<file path="config.mk">
export PLATFORM = sky130hd
export DESIGN_NAME = operand_fetch_flat
export DESIGN_NICKNAME = d
export VERILOG_FILES = /design/src/rtl/regfile_pkg.sv /design/src/rtl/operand_fetch_if.sv /design/src/rtl/operand_select.sv /design/src/rtl/operand_fetch.sv /design/src/flat_wrapper.sv
export SDC_FILE = /design/constraint.sdc
export NUM_CORES = 1
export LEC_CHECK = 0
export ABC_CLOCK_PERIOD_IN_PS = 2390
export BUFFER_PORTS_ARGS = -buffer_cell sky130_fd_sc_hd__buf_2
export CAP_MARGIN = 20
export CORE_AREA = 2 2 131 133
export CTS_CLUSTER_DIAMETER = 40
export DETAILED_ROUTE_END_ITERATION = 8
export DIE_AREA = 0 0 133 135
export HOLD_SLACK_MARGIN = 0.02
export PLACE_DENSITY = 0.79
export SETUP_SLACK_MARGIN = 0.05
export SKIP_LAST_GASP = 1
export SLEW_MARGIN = 0
export SYNTH_ARGS = -nofsm -noshare
export SYNTH_HDL_FRONTEND = slang
export SYNTH_HIERARCHICAL = 1
export SYNTH_SLANG_ARGS = --single-unit
export TNS_END_PERCENT = 100
</file>
<file path="constraint.sdc">
create_clock -name clk -period 2.39 [get_ports clk]
set_input_delay 0.717 -clock clk [delete_from_list [all_inputs] [get_ports clk]]
set_output_delay 0.717 -clock clk [all_outputs]
set_load 0.02 [all_outputs]
</file>
<file path="src/rtl/regfile_pkg.sv">
// Shared register-file types and helpers for the operand fetch stage.
package regfile_pkg;

    localparam int unsigned DATA_W   = 16;
    localparam int unsigned ADDR_W   = 4;
    localparam int unsigned NUM_REGS = 1 << ADDR_W;
    localparam int unsigned STAT_W   = 16;

    typedef logic [ADDR_W-1:0] reg_addr_t;
    typedef logic [DATA_W-1:0] reg_data_t;

    typedef enum logic {
        ST_EMPTY = 1'b0,
        ST_FULL  = 1'b1
    } fetch_state_t;

    // True when the write-back enable for addr is set this cycle.
    function automatic logic onehot_hit(input logic [NUM_REGS-1:0] enable,
                                        input reg_addr_t           addr);
        return enable[addr];
    endfunction

endpackage

</file>
<file path="src/rtl/operand_fetch_if.sv">
// Issue/result bundle between register bank, operand fetch and ALU stage.
interface operand_fetch_if;
    import regfile_pkg::*;

    logic [NUM_REGS*DATA_W-1:0] regs_in;
    reg_data_t                  wb_data;
    logic [NUM_REGS-1:0]        wb_enable;
    logic                       in_valid;
    logic                       in_ready;
    reg_addr_t                  src_a;
    reg_addr_t                  src_b;
    reg_addr_t                  dst_in;
    logic                       out_valid;
    logic                       out_ready;
    reg_data_t                  op_a;
    reg_data_t                  op_b;
    reg_addr_t                  dst_out;

    modport slave (
        input  regs_in, wb_data, wb_enable, in_valid, src_a, src_b, dst_in, out_ready,
        output in_ready, out_valid, op_a, op_b, dst_out
    );

    modport master (
        output regs_in, wb_data, wb_enable, in_valid, src_a, src_b, dst_in, out_ready,
        input  in_ready, out_valid, op_a, op_b, dst_out
    );

endinterface

</file>
<file path="src/rtl/operand_select.sv">
// Address-to-value mux with same-cycle write-back bypass and optional hard-zero r0.
module operand_select
    import regfile_pkg::*;
#(
    parameter bit ZERO_REG0 = 1'b0
) (
    input  logic [NUM_REGS*DATA_W-1:0] i_regs,
    input  reg_data_t                  i_wb_data,
    input  logic [NUM_REGS-1:0]        i_wb_enable,
    input  reg_addr_t                  i_addr,
    output reg_data_t                  o_value_c
);

    // Bank value, overridden by the write that lands on the same edge, then by hard-zero r0.
    always_comb begin
        o_value_c = i_regs[32'(i_addr) * DATA_W +: DATA_W];
        if (onehot_hit(i_wb_enable, i_addr)) begin
            o_value_c = i_wb_data;
        end
        if (ZERO_REG0 && (i_addr == '0)) begin
            o_value_c = '0;
        end
    end

endmodule

</file>
<file path="src/rtl/operand_fetch.sv">
// Operand fetch stage: picks two source operands (with write-back bypass) and
// holds them in a one-entry valid/ready output register.
// Optional build macro OPFETCH_STATS_EN adds issue_count/stall_count outputs.
module operand_fetch
    import regfile_pkg::*;
#(
    parameter bit ZERO_REG0 = 1'b0
) (
    input  logic                clk,
    input  logic                reset,
    operand_fetch_if.slave      bus
`ifdef OPFETCH_STATS_EN
    ,
    output logic [STAT_W-1:0]   issue_count,
    output logic [STAT_W-1:0]   stall_count
`endif
);

    fetch_state_t r_state;
    fetch_state_t w_state_next;
    logic         w_issue;
    reg_data_t    w_op_a;
    reg_data_t    w_op_b;
    reg_data_t    r_op_a;
    reg_data_t    r_op_b;
    reg_addr_t    r_dst;

    operand_select #(.ZERO_REG0(ZERO_REG0)) u_sel_a (
        .i_regs      (bus.regs_in),
        .i_wb_data   (bus.wb_data),
        .i_wb_enable (bus.wb_enable),
        .i_addr      (bus.src_a),
        .o_value_c   (w_op_a)
    );

    operand_select #(.ZERO_REG0(ZERO_REG0)) u_sel_b (
        .i_regs      (bus.regs_in),
        .i_wb_data   (bus.wb_data),
        .i_wb_enable (bus.wb_enable),
        .i_addr      (bus.src_b),
        .o_value_c   (w_op_b)
    );

    // Next state and issue decision for the one-entry output register.
    always_comb begin
        w_state_next = r_state;
        w_issue      = 1'b0;
        case (r_state)
            ST_EMPTY: begin
                if (bus.in_valid) begin
                    w_issue      = 1'b1;
                    w_state_next = ST_FULL;
                end
            end
            ST_FULL: begin
                if (bus.out_ready) begin
                    if (bus.in_valid) begin
                        w_issue = 1'b1;
                    end else begin
                        w_state_next = ST_EMPTY;
                    end
                end
            end
            default: w_state_next = ST_EMPTY;
        endcase
    end

    // State register.
    always_ff @(posedge clk or posedge reset) begin
        if (reset) begin
            r_state <= ST_EMPTY;
        end else begin
            r_state <= w_state_next;
        end
    end

    // Operand snapshot, loaded only on an issue so stalled data stays frozen.
    always_ff @(posedge clk or posedge reset) begin
        if (reset) begin
            r_op_a <= '0;
            r_op_b <= '0;
            r_dst  <= '0;
        end else if (w_issue) begin
            r_op_a <= w_op_a;
            r_op_b <= w_op_b;
            r_dst  <= bus.dst_in;
        end
    end

    assign bus.in_ready  = (r_state == ST_EMPTY) || bus.out_ready;
    assign bus.out_valid = (r_state == ST_FULL);
    assign bus.op_a      = r_op_a;
    assign bus.op_b      = r_op_b;
    assign bus.dst_out   = r_dst;

`ifdef OPFETCH_STATS_EN
    logic [STAT_W-1:0] r_issue_count;
    logic [STAT_W-1:0] r_stall_count;

    // Free-running wrap-around counters for issues and downstream back-pressure.
    always_ff @(posedge clk or posedge reset) begin
        if (reset) begin
            r_issue_count <= '0;
            r_stall_count <= '0;
        end else begin
            if (w_issue) begin
                r_issue_count <= r_issue_count + STAT_W'(1);
            end
            if ((r_state == ST_FULL) && !bus.out_ready) begin
                r_stall_count <= r_stall_count + STAT_W'(1);
            end
        end
    end

    assign issue_count = r_issue_count;
    assign stall_count = r_stall_count;
`endif

endmodule

</file>
<file path="src/flat_wrapper.sv">
// flat-port wrapper written by rule: the top's interface ports become plain ports
module operand_fetch_flat import regfile_pkg::*;
#(
    parameter bit ZERO_REG0 = 1'b0
)
  (clk, reset, bus_regs_in, bus_wb_data, bus_wb_enable, bus_in_valid, bus_src_a, bus_src_b, bus_dst_in, bus_out_ready, bus_in_ready, bus_out_valid, bus_op_a, bus_op_b, bus_dst_out);
  operand_fetch_if bus_i ();
  input  logic clk;
  input  logic reset;
  input wire logic [$bits(bus_i.regs_in)-1:0] bus_regs_in;
  input wire logic [$bits(bus_i.wb_data)-1:0] bus_wb_data;
  input wire logic [$bits(bus_i.wb_enable)-1:0] bus_wb_enable;
  input wire logic [$bits(bus_i.in_valid)-1:0] bus_in_valid;
  input wire logic [$bits(bus_i.src_a)-1:0] bus_src_a;
  input wire logic [$bits(bus_i.src_b)-1:0] bus_src_b;
  input wire logic [$bits(bus_i.dst_in)-1:0] bus_dst_in;
  input wire logic [$bits(bus_i.out_ready)-1:0] bus_out_ready;
  output wire logic [$bits(bus_i.in_ready)-1:0] bus_in_ready;
  output wire logic [$bits(bus_i.out_valid)-1:0] bus_out_valid;
  output wire logic [$bits(bus_i.op_a)-1:0] bus_op_a;
  output wire logic [$bits(bus_i.op_b)-1:0] bus_op_b;
  output wire logic [$bits(bus_i.dst_out)-1:0] bus_dst_out;
  assign bus_i.regs_in = bus_regs_in;
  assign bus_i.wb_data = bus_wb_data;
  assign bus_i.wb_enable = bus_wb_enable;
  assign bus_i.in_valid = bus_in_valid;
  assign bus_i.src_a = bus_src_a;
  assign bus_i.src_b = bus_src_b;
  assign bus_i.dst_in = bus_dst_in;
  assign bus_i.out_ready = bus_out_ready;
  assign bus_in_ready = bus_i.in_ready;
  assign bus_out_valid = bus_i.out_valid;
  assign bus_op_a = bus_i.op_a;
  assign bus_op_b = bus_i.op_b;
  assign bus_dst_out = bus_i.dst_out;
  operand_fetch #(.ZERO_REG0(ZERO_REG0)) u_core (.clk(clk), .reset(reset), .bus(bus_i));
endmodule
</file>
==> qor.log <==
INFO  status         status=completed
INFO  sta            max_slew.worst_pin.slew=569ps
INFO  placement      port_buffers=341
INFO  synthesis      synth_seq_area_share=0.153
INFO  critical_path  endpoint_kind=flip-flop
INFO  floorplan      chipHeight=135µm
INFO  hold_path      worstHoldPathType=input pin to asynchronous set/reset pin
INFO  detailed_routing wl=25,000µm
INFO  power_and_ir_drop cellPowerDensity=408nW/µm²
INFO  synthesis      synth_seq_cells=37
INFO  synthesis      postSynthNetCount=708
INFO  finish         layout.cells.most_common=sky130_fd_sc_hd__buf_2
INFO  grt            grt_remaining_overflow=0
INFO  critical_path  reg2reg_setup_slack=1020ps
INFO  cts            cts-root-buf=sky130_fd_sc_hd__clkbuf_16
INFO  detailed_routing dr.first_iter.drc_count=458
INFO  sta            slew-limit-headroom=0.620
INFO  grt            groute.layer.met1.usage=0.344
INFO  cts            tritoncts_buffers=5
INFO  sta            timing.final.max_slew_violations=0
INFO  critical_path  worst_r2r_path_depth=4
INFO  sta            fmax=0.422GHz
INFO  critical_path  data_arrival_time_at_the_worst_slack_endpoint=2530ps
INFO  synthesis      yosysWarningCount=6
INFO  grt            met3_usage=0.0616
INFO  detailed_routing num_vias=6,063
INFO  synthesis      post_synth.cell_area_avg=15.0µm²
INFO  sta            timing.final.crit_period=2370ps
INFO  grt            grt_antenna_before_repair=1
INFO  floorplan      die_area=18,000µm²
INFO  grt            vias_in_the_first_global_route=6,472
INFO  floorplan      design.core.area=16,400µm²
INFO  finish         mostFrequentLayoutCells=338 x sky130_fd_sc_hd__buf_2, 134 x sky130_fd_sc_hd__mux4_2, 50 x sky130_fd_sc_hd__mux2_4
INFO  floorplan      die_x=133µm
INFO  grt            maximum_number_of_pins_on_one_net_before_global_route_repair=26
INFO  placement      placed_area=8500µm²
INFO  grt            wire_length_of_the_first_global_routing_pass=36,000µm
INFO  critical_path  critical_path.cell_chain=buf_16, buf_6, mux4_2, a22oi_1, nand2_1, mux2_2, mux2_4
INFO  run            max-cap-violations=0
INFO  cts            clk_path_buf_depth=2
INFO  cts            post_cts_hold_buffer_count=0
INFO  cts            clock_tree_from_tritoncts=yes
INFO  critical_path  critical-path-max-stage-delay=520ps
INFO  grt            grt_util_all_layers=0.263
INFO  critical_path  critPathSlowestCell=sky130_fd_sc_hd__mux4_2
INFO  critical_path  critical_path_peak_fanout=7
INFO  synthesis      post-synth-top-area-fraction=0.484
INFO  critical_path  worstPathRequired=2550ps
INFO  finish         area_growth_syn_to_layout=52.1%
INFO  sta            final-setup-viol-count=0
INFO  placement      dp_hpwl=20,000µm
INFO  sta            final.period_utilization=0.991
INFO  floorplan      ioPinCount=342
INFO  detailed_routing remaining_drc_errors=0
INFO  detailed_routing antenna_nets_post_route=0
INFO  sta            finalHoldViolations=0
INFO  synthesis      synth.lib_cells_used.distinct=20
INFO  finish         final_net_count=1,097
INFO  power_and_ir_drop p_leak=4.19nW
INFO  detailed_routing routed_via_density=5.97
INFO  cts            clkLatencyLatePin=270ps
INFO  synthesis      yosys.area.top_type=sky130_fd_sc_hd__mux4_2
INFO  floorplan      initial_core_util=0.369
INFO  cts            htreeDepth=2
INFO  sta            unrepaired_setup_endpoints_after_global_routing=true
INFO  power_and_ir_drop power=3.76mW
INFO  floorplan      std_cell_rows=47
INFO  finish         share_of_final_layout_standard_cells_stronger_than_drive_strength_1=0.856
INFO  finish         design_area=9200µm²
INFO  synthesis      synth_area=6050µm²
INFO  detailed_routing drt_pass1_iterations=5
INFO  sta            finClkSkew=3.93ps
INFO  grt            globalRouteMet2Util=0.431
INFO  synthesis      synth.top_cells.by_area=sky130_fd_sc_hd__mux4_2 48%, sky130_fd_sc_hd__dfrtp_1 15%, sky130_fd_sc_hd__mux2_4 12%
INFO  critical_path  startpoint_type=input pin
INFO  synthesis      postSynthCellCount=404
INFO  placement      place.gp.congestion=0.933
INFO  detailed_routing wire_per_inst=24.7µm
INFO  power_and_ir_drop worst_ir_drop_vdd=288µV
INFO  cts            clk_pin_slew_worst_paths=50ps
INFO  critical_path  critical_path_class=input pin to flip-flop
INFO  grt            gr_peak_layer=met2
INFO  cts            tritoncts_num_sinks=37
-- area by class of cell --
class                   instances  area [µm²]
clock inverters                 2        10.0
repair buffers                430        2900
well taps                     220         275
inverters                       1        3.75
flip-flops and latches         37         926
diodes                          1        2.50
clock buffers                   6         129
multi-input cells             318        4960
fillers                      1323        7200
-- cell usage after synthesis, drive strengths merged --
library cell / n
clkbuf: 12
inv: 1
nor2: 2
nand2: 35
nand2b: 2
buf: 37
dfrtp: 37
mux4: 136
nor2b: 4
and2: 2
a22oi: 68
mux2: 68
-- final timing paths --
path | endpoint | start
min in group clk | u_core/bus.dst_out[2] | u_core/bus.dst_out[2]
hold / removal | u_core/bus.op_a[0] | reset
max in group asynchronous | u_core/bus.op_a[7] | reset
hold reg to reg | u_core/bus.dst_out[2] | u_core/bus.dst_out[2]
setup reg to reg | u_core/bus.op_a[8] | u_core/bus.out_valid
setup / recovery | u_core/bus.op_a[15] | bus_src_a[0]
-- worst max-delay path, delay by kind of cell --
family | cells | cell delay [ps]
compound gates | 1 | 240
buf+inv | 2 | 280
mux | 3 | 1080
simple gates | 1 | 200
-- cell families after synthesis --
kind of cell,count (synthesis),share of synthesized area
buf+inv,50,0.0554
simple gates,45,0.0362
compound gates,68,0.0877
flops,37,0.153
mux,204,0.668
-- where the power goes --
part	total [mW]	internal [mW]	switching (mW)
Sequential	0.883	0.781	0.101
Clock	0.618	0.382	0.236
Combinational	2.26	1.25	1.00
Total	3.76	2.42	1.34
-- sequential cells by signal, indices dropped and copies added (netlist names) --
name,count
u_core/bus.op_b,16
u_core/bus.dst_out,4
u_core/bus.out_valid,1
u_core/bus.op_a,16
-- per-stage QoR --
step / hold WS [ps] / TNS, ps / setup slack, ps / util / cells
floorplan: 635 / -2440 / -91.8 / - / 404
global placement: 483 / -11490 / -454 / 0.518 / 986
detailed placement: 488 / -12100 / -451 / 0.518 / 986
CTS: 487 / 0 / 44.0 / 0.545 / 1004
global route: 508 / -13.2 / -13.2 / 0.561 / 1014
finish: 481 / 0 / 21.7 / 0.561 / 1015
-- layer usage --
layer,vias up,routed length [µm]
met5,-,0
met1,2931,9520
met2,488,12200
li1,2581,-
met4,0,658
met3,63,2610
-- repair_timing --
action | 4_1_cts | 5_1_grt
setup buffers | 7 | 5
endpoints found under the setup margin | 32 | 31
endpoints found under the hold margin | 0 | 0
resized for setup | 36 | 21
cloned | 3 | 5
pin swaps | 9 | 5
Power figures use the tool's default switching activity.
